### src/rtl/oam_dma_seq.sv
// OAM DMA sequencer: $4014-triggered 256-byte copy to $2004 with DMC cycle stealing.
// Bus outputs are registered from the next state so they line up with the state they describe.
module oam_dma_seq (
    input  logic        clk,
    input  logic        rst,
    input  logic        reg_wr,
    input  logic [7:0]  reg_data,
    input  logic        cpu_rw,
    input  logic        dmc_req,
    input  logic [15:0] dmc_addr,
    input  logic [7:0]  din,
    output logic        halt,
    output logic [1:0]  bus_sel,
    output logic [15:0] addr,
    output logic [7:0]  dout,
    output logic        rw,
    output logic        dmc_ack,
    output logic        busy,
    output logic        done
);

    typedef enum logic [2:0] {
        S_IDLE, S_HALT, S_ALIGN, S_READ, S_WRITE, S_DMC
    } state_t;

    state_t      state_q, state_d;
    logic        parity_q;
    logic        pend_q;
    logic [7:0]  page_q, page_d;
    logic [7:0]  idx_q, idx_d;
    logic [7:0]  latch_q, latch_d;
    logic        halt_q, busy_q, ack_q, done_q, rw_q;
    logic [1:0]  sel_q;
    logic [15:0] addr_q;
    logic [7:0]  dout_q;

    always_comb begin
        state_d = state_q;
        page_d  = page_q;
        idx_d   = idx_q;
        latch_d = latch_q;
        unique case (state_q)
            S_IDLE: begin
                if (reg_wr) begin
                    state_d = S_HALT;
                    page_d  = reg_data;
                    idx_d   = 8'h00;
                end else if (dmc_req) begin
                    state_d = S_HALT;
                end
            end
            S_HALT: if (cpu_rw) state_d = S_ALIGN;
            S_ALIGN: begin
                // parity=1 here means the following cycle is a get cycle
                if (parity_q) begin
                    if (dmc_req)     state_d = S_DMC;
                    else if (pend_q) state_d = S_READ;
                    else             state_d = S_IDLE;
                end
            end
            S_READ: begin
                state_d = S_WRITE;
                latch_d = din;
            end
            S_WRITE: begin
                idx_d = idx_q + 8'd1;
                if (idx_q == 8'hFF) state_d = S_IDLE;
                else if (dmc_req)   state_d = S_DMC;
                else                state_d = S_READ;
            end
            S_DMC:   state_d = S_ALIGN;
            default: state_d = S_IDLE;
        endcase
    end

    always_ff @(posedge clk) begin
        if (rst) begin
            state_q  <= S_IDLE;
            parity_q <= 1'b0;
            pend_q   <= 1'b0;
            page_q   <= 8'h00;
            idx_q    <= 8'h00;
            latch_q  <= 8'h00;
            halt_q   <= 1'b0;
            busy_q   <= 1'b0;
            ack_q    <= 1'b0;
            done_q   <= 1'b0;
            sel_q    <= 2'd0;
            addr_q   <= 16'h0000;
            dout_q   <= 8'h00;
            rw_q     <= 1'b1;
        end else begin
            state_q  <= state_d;
            parity_q <= ~parity_q;
            page_q   <= page_d;
            idx_q    <= idx_d;
            latch_q  <= latch_d;
            if (state_q == S_IDLE && reg_wr)
                pend_q <= 1'b1;
            else if (state_q == S_WRITE && idx_q == 8'hFF)
                pend_q <= 1'b0;
            halt_q <= (state_d != S_IDLE);
            busy_q <= (state_d != S_IDLE);
            ack_q  <= (state_d == S_DMC);
            done_q <= (state_d == S_WRITE) && (idx_d == 8'hFF);
            unique case (state_d)
                S_READ: begin
                    sel_q  <= 2'd1;
                    addr_q <= {page_d, idx_d};
                    rw_q   <= 1'b1;
                end
                S_WRITE: begin
                    sel_q  <= 2'd1;
                    addr_q <= 16'h2004;
                    rw_q   <= 1'b0;
                    dout_q <= latch_d;
                end
                S_DMC: begin
                    sel_q  <= 2'd2;
                    addr_q <= dmc_addr;
                    rw_q   <= 1'b1;
                end
                S_IDLE: begin
                    sel_q  <= 2'd0;
                    addr_q <= 16'h0000;
                    rw_q   <= 1'b1;
                    dout_q <= 8'h00;
                end
                default: begin
                    sel_q  <= 2'd0;
                    addr_q <= 16'h0000;
                    rw_q   <= 1'b1;
                end
            endcase
        end
    end

    assign halt    = halt_q;
    assign busy    = busy_q;
    assign dmc_ack = ack_q;
    assign done    = done_q;
    assign bus_sel = sel_q;
    assign addr    = addr_q;
    assign dout    = dout_q;
    assign rw      = rw_q;

endmodule

### config.mk
export PLATFORM = sky130hd
export DESIGN_NAME = oam_dma_seq
export DESIGN_NICKNAME = d
export VERILOG_FILES = /design/src/rtl/oam_dma_seq.sv
export SDC_FILE = /design/constraint.sdc
export NUM_CORES = 1
export LEC_CHECK = 0
export BUFFER_PORTS_ARGS = -buffer_cell sky130_fd_sc_hd__buf_2
export CORE_MARGIN = 1.5
export CORE_UTILIZATION = 35
export CTS_BUF_LIST = sky130_fd_sc_hd__clkbuf_4 sky130_fd_sc_hd__clkbuf_8
export DETAILED_ROUTE_END_ITERATION = 16
export GPL_TIMING_DRIVEN = 0
export SLEW_MARGIN = 0
export SYNTH_ARGS = -nofsm -noshare
export SYNTH_HDL_FRONTEND = slang
export SYNTH_SLANG_ARGS = --single-unit
### constraint.sdc
create_clock -name clk -period 4.6 [get_ports clk]
set_input_delay 0.46 -clock clk [delete_from_list [all_inputs] [get_ports clk]]
set_output_delay 0.46 -clock clk [all_outputs]
set_load 0.05 [all_outputs]
==> results of run 1 <==
## worst paths after layout
| kind | from | to | cells past startpoint |
|---|---|---|---|
| worst max-delay path | state_q[0] | addr[14] | 6 |
| worst min register to register | page_q[2] | page_q[2] | 2 |
| worst min-delay path | dmc_addr[3] | addr[3] | 2 |
| worst max register to register | state_q[0] | addr[14] | 6 |
## critical path, delay by kind of cell (launching register included)
kind | cells | cell delay [ns]
flip-flops | 1 | 0.36
AO/OA/AOI/OAI | 2 | 0.34
AND/OR/NAND/NOR | 2 | 0.85
buffers and inverters | 2 | 0.61
## power by group through the flow
stage / combinational [mW] / sequential (mW) / clock, mW
final: 0.120 / 0.455 / 0.257
after global placement: 0.120 / 0.465 / 0
after CTS: 0.121 / 0.455 / 0.260
after detailed placement: 0.121 / 0.465 / 0
after floorplan: 0.0631 / 0.484 / 0
after global routing: 0.131 / 0.457 / 0.282
## routing by layer
metal	track usage	up-vias
li1	-	836
met1	0.213	735
met2	0.241	54
met3	0.0429	5
met4	0.0436	0
met5	0	-
## flip-flops by register name, indices dropped and copies added (netlist names)
register,flops
addr,16
bus_sel,1
busy,1
dmc_ack,1
done,1
dout,8
idx_q,8
page_q,8
parity_q,1
pend_q,1
rw,1
state_q,3
## cells in the mapped netlist (2+ instances only)
| cell type | instances | area share |
|---|---|---|
| a21o_1 | 2 | 0.0078 |
| a21oi_1 | 12 | 0.031 |
| a22o_1 | 17 | 0.077 |
| a22oi_1 | 2 | 0.0078 |
| buf_4 | 6 | 0.023 |
| buf_6 | 2 | 0.012 |
| clkbuf_1 | 5 | 0.0097 |
| dfxtp_1 | 50 | 0.52 |
| inv_1 | 4 | 0.0078 |
| mux2_2 | 2 | 0.012 |
| nand2_1 | 22 | 0.043 |
| nand2b_1 | 3 | 0.0097 |
| nand3_1 | 4 | 0.010 |
| nor2_1 | 14 | 0.027 |
| nor3_1 | 6 | 0.016 |
| nor4_1 | 2 | 0.0065 |
| o211a_1 | 2 | 0.010 |
| o21a_1 | 2 | 0.0078 |
| o21ai_0 | 3 | 0.0078 |
| o2bb2ai_1 | 5 | 0.023 |
| xnor2_1 | 2 | 0.0091 |
## metrics by stage
| step | hold WS [ns] | area, µm² |
|---|---|---|
| finish | 0.353 | 2430 |
| global route | 0.344 | 2430 |
| CTS | 0.351 | 2430 |
| detailed placement | 0.445 | 2350 |
| global placement | 0.441 | 2350 |
| floorplan | 0.422 | 1930 |
## area by class of cell
class,count,area share
Clock inverter,1,0.00309
Timing Repair Buffer,66,0.136
Multi-Input combinational cell,124,0.337
Buffer,15,0.0391
Tap cell,70,0.0360
Inverter,4,0.00617
Clock buffer,6,0.0314
Sequential cell,50,0.412
## cells by family after synthesis
family                   after synthesis  synth area share
XOR/XNOR                               3            0.0136
adder cells (fa/ha/maj)                1           0.00648
AND/OR/NAND/NOR                       63             0.178
multiplexers                           3            0.0168
flip-flops                            50             0.518
buffers and inverters                 19            0.0570
AO/OA/AOI/OAI                         54             0.210
==> impl_metrics.json, run 1 <==
{
  "synthFlopType": "dfxtp_1",
  "die_x_um": 77.3,
  "cellPowerDensity_nw_per_um2": 342,
  "clk_pin_slew_worst_paths_ns": 0.09,
  "drive_gt1_frac": 0.338,
  "vias": 1630,
  "wl_met2_um": 1970,
  "cp_data_required_time_ns": 4.85,
  "slowest_delay_ns": 0.75,
  "grt_max_degree": 15,
  "slowest_stage": "nor4b_1",
  "clock_skew_ns": 0.00712,
  "p_switching_mw": 0.230,
  "grt_pass1_wl_um": 7290,
  "clk_latency_ns": 0.30,
  "start_kind": "flop",
  "crit_arrival_ns": 2.46,
  "postCtsSetupBuffers": 0,
  "drv_slew": 0,
  "place_congestion": 0.840,
  "clkSinkCount": 50,
  "layout_common_cells": "buf_2, dfxtp_1, nand2_1",
  "min_period_ns": 2.22,
  "post-route-util": 0.467,
  "layout_setup_ws_ns": 2.38,
  "grt.total_usage": 0.156,
  "drtIter0Drc": 88,
  "avgViaCountPerCell": 4.85,
  "ant_nets": 0,
  "portBuffers": 66,
  "async_reset_ff_frac": 0,
  "path_class": "reg2reg",
  "routedWlPerCell_um": 13.6,
  "start_util": 0.371,
  "dp.cells": 329,
  "drtPass1Iterations": 4,
  "cts_buffers": 5,
  "final_common_cell": "buf_2",
  "htree_levels": 2,
  "combPwrFrac": 0.145,
  "syn_area_um2": 1930,
  "fmax_mhz": 451,
  "yosysSeqAreaShare": 0.518,
  "grt.overflow.total": 0,
  "slew_headroom": 0.384,
  "core_area_um2": 5200,
  "fin_total_pwr_mw": 0.831,
  "cts_tree": "built",
  "synth_edf_count": 0,
  "finalSetupViolCount": 0,
  "endpoint_kind": "flop",
  "synth_cell_types": 47,
  "synth.ff_latch_count": 50,
  "intPower_mw": 0.601,
  "cts_resized": 0,
  "top_layer_used": "met4",
  "rows": 26,
  "wl_met1_um": 2250,
  "max-clock-path-buffers": 2,
  "area_growth_pct": 26.0,
  "status": "finished clean",
  "wirelength_um": 4570,
  "dieArea_um2": 5970,
  "dp_hpwl_um": 3230,
  "ys_warn_count": 0,
  "place_ws_ns": 2.24,
  "hold_violations": 0,
  "antenna_found_initial": 0,
  "io_pins": 68,
  "rsz0062_at_grt": "no",
  "timing.final.crit_share": 0.482,
  "crit_fanout": 10,
  "leakagePower_nw": 1.08,
  "hp-class": "in2reg",
  "worst_pin_slew_ns": 0.911,
  "maxCapViolations": 0,
  "clkPwrFrac": 0.309,
  "layout.nets": 304,
  "syn_inst": 193,
  "vdd_drop_max_mv": 0.163,
  "regToRegSetupSlack_ns": 2.38,
  "wl_met3_um": 299,
  "multi_input_area_um2": 820,
  "die_height_um": 77.3,
  "fillers": 533,
  "final_cells": 336,
  "power_frac_seq": 0.547,
  "n_antenna_cell": 0,
  "cts-root-buf": "clkbuf_8",
  "path_cells": "buf_4 > nor4b_1 > clkbuf_1 > nand2_1 > a21oi_1 > a22o_1",
  "final-seq-area_um2": 1000,
  "syn_area_per_cell_um2": 10.0,
  "syn_nets": 231,
  "grt_pass1_vias": 1486,
  "setup_tns_ns": 0,
  "drc": 0,
  "hold_buffers": 0,
  "sw_frac_of_total": 0.277
}
(Power assumes the default switching activity.)
==> inputs of run 2 (changes only) <==
==> constraint.sdc (replaced) <==
create_clock -name clk -period 1.9 [get_ports clk]
set_input_delay 0.19 -clock clk [delete_from_list [all_inputs] [get_ports clk]]
set_output_delay 0.19 -clock clk [all_outputs]
set_load 0.05 [all_outputs]
==> run 2 against run 1 <==
Sequential power increased by 140%. Final cell count increased by 1.8%. Register-to-register slack got worse by 2.3 ns. Critical path type unchanged. Critical endpoint is now done. Largest cell class unchanged. Largest power group unchanged.
==> impl_metrics.json, run 2 (synthesis gave the netlist of run 1 again) <==
{
  "grt.overflow.total": 0,
  "fillers": 502,
  "path_class": "reg2reg",
  "clock_skew_ns": 0.00287,
  "clkSinkCount": 50,
  "hold_buffers": 0,
  "core_area_um2": 5200,
  "drtIter0Drc": 76,
  "rr_worst_depth": 6,
  "grt_pass1_wl_um": 7420,
  "slew_headroom": 0.544,
  "place_congestion": 0.840,
  "start_kind": "flop",
  "final_cells": 342,
  "die_x_um": 77.3,
  "ant_nets": 0,
  "grt.total_usage": 0.159,
  "fin_total_pwr_mw": 2.06,
  "portBuffers": 66,
  "start_util": 0.371,
  "n_antenna_cell": 0,
  "rows": 26,
  "hold_violations": 0,
  "status": "finished clean",
  "wirelength_um": 4750,
  "die_height_um": 77.3,
  "dp.cells": 329,
  "dieArea_um2": 5970,
  "layout_common_cells": "buf_2, dfxtp_1, nand2_1",
  "layout.nets": 310,
  "io_pins": 68,
  "grt_pass1_vias": 1497,
  "clk_pin_slew_worst_paths_ns": 0.09,
  "maxCapViolations": 0,
  "cts_tree": "built",
  "hold_depth": 2,
  "clk_latency_ns": 0.30,
  "timing.final.crit_share": 0.974,
  "max-clock-path-buffers": 2,
  "leakagePower_nw": 1.15,
  "endpoint_kind": "flop",
  "setup_tns_ns": 0,
  "worst_pin_slew_ns": 0.681,
  "rsz0062_at_grt": "no",
  "drv_slew": 0,
  "grt_max_degree": 15,
  "cts_buffers": 5,
  "timing.hold.ws_ns": 0.0823,
  "final_common_cell": "buf_2",
  "vdd_drop_max_mv": 0.392,
  "htree_levels": 2,
  "largest_reg_flops": 16,
  "drtPass1Iterations": 4,
  "min_period_ns": 1.85,
  "crit_arrival_ns": 2.07,
  "hp-class": "in2reg",
  "cellPowerDensity_nw_per_um2": 787,
  "antenna_found_initial": 0,
  "drive_gt1_frac": 0.419,
  "crit_fanout": 6,
  "cts-root-buf": "clkbuf_8",
  "fmax_mhz": 540,
  "drc": 0,
  "finalSetupViolCount": 0,
  "design_area_um2": 2620,
  "routedWlPerCell_um": 13.9,
  "dp_hpwl_um": 3230,
  "cp_data_required_time_ns": 2.12,
  "area_growth_pct": 35.5,
  "vias": 1657,
  "avgViaCountPerCell": 4.85,
  "dpl_cell_area_um2": 2350
}
==> run 2: what timing repair did <==
item                                    4_1_cts  5_1_grt
gates resized for setup                       8       23
gates cloned                                  0        0
buffers inserted                              3        3
pin swaps                                     3        3
endpoints found under the setup margin       34       25
==> run 2: per-layer routing <==
layer  vias to the layer above  share of wire  GRT usage
li1                        845              -          -
met1                       749           0.48      0.214
met2                        58           0.45      0.250
met3                         5          0.064     0.0429
met4                         0         0.0095     0.0436
met5                         -              0          0
==> run 2: path summary, 6_finish.rpt <==
path / from / end / slack (ns)
worst min-delay path: dmc_addr[3] / addr[3] / 0.08
worst max-delay path: state_q[0] / done / 0.05
worst max register to register: state_q[0] / done / 0.05
worst min register to register: page_q[3] / page_q[3] / 0.47
==> run 2: final cells by class <==
class,count,area (µm²),area share
Sequential cell,50,1010,0.386
Multi-Input combinational cell,124,941,0.360
Timing Repair Buffer,72,375,0.144
Buffer,15,104,0.0397
Tap cell,70,87.6,0.0335
Clock buffer,6,76.3,0.0292
Inverter,4,15.0,0.00574
Clock inverter,1,7.51,0.00287
==> run 2: through the flow <==
step	setup WS (ns)	util
4_1_cts	-0.0170	0.478
6_report	0.0492	0.502
3_5_place_dp	-0.395	0.451
2_1_floorplan	0.104	-
5_1_grt	0.00122	0.502
3_3_place_gp	-0.300	0.451
==> run 2: worst max-delay path: stages (launching register included) <==
cell and delay, ns:
dfxtp_4 0.36, or3b_1 0.35, buf_4 0.18, nor2_2 0.14, xnor2_2 0.09, or4b_4 0.52, nor4_4 0.13
==> run 2: report_power, final <==
part,leakage (nW),internal [mW],switching (mW)
registers,0.408,1.08,0.0168
logic,0.701,0.134,0.204
clock network,0.0407,0.268,0.350
total,1.15,1.49,0.571
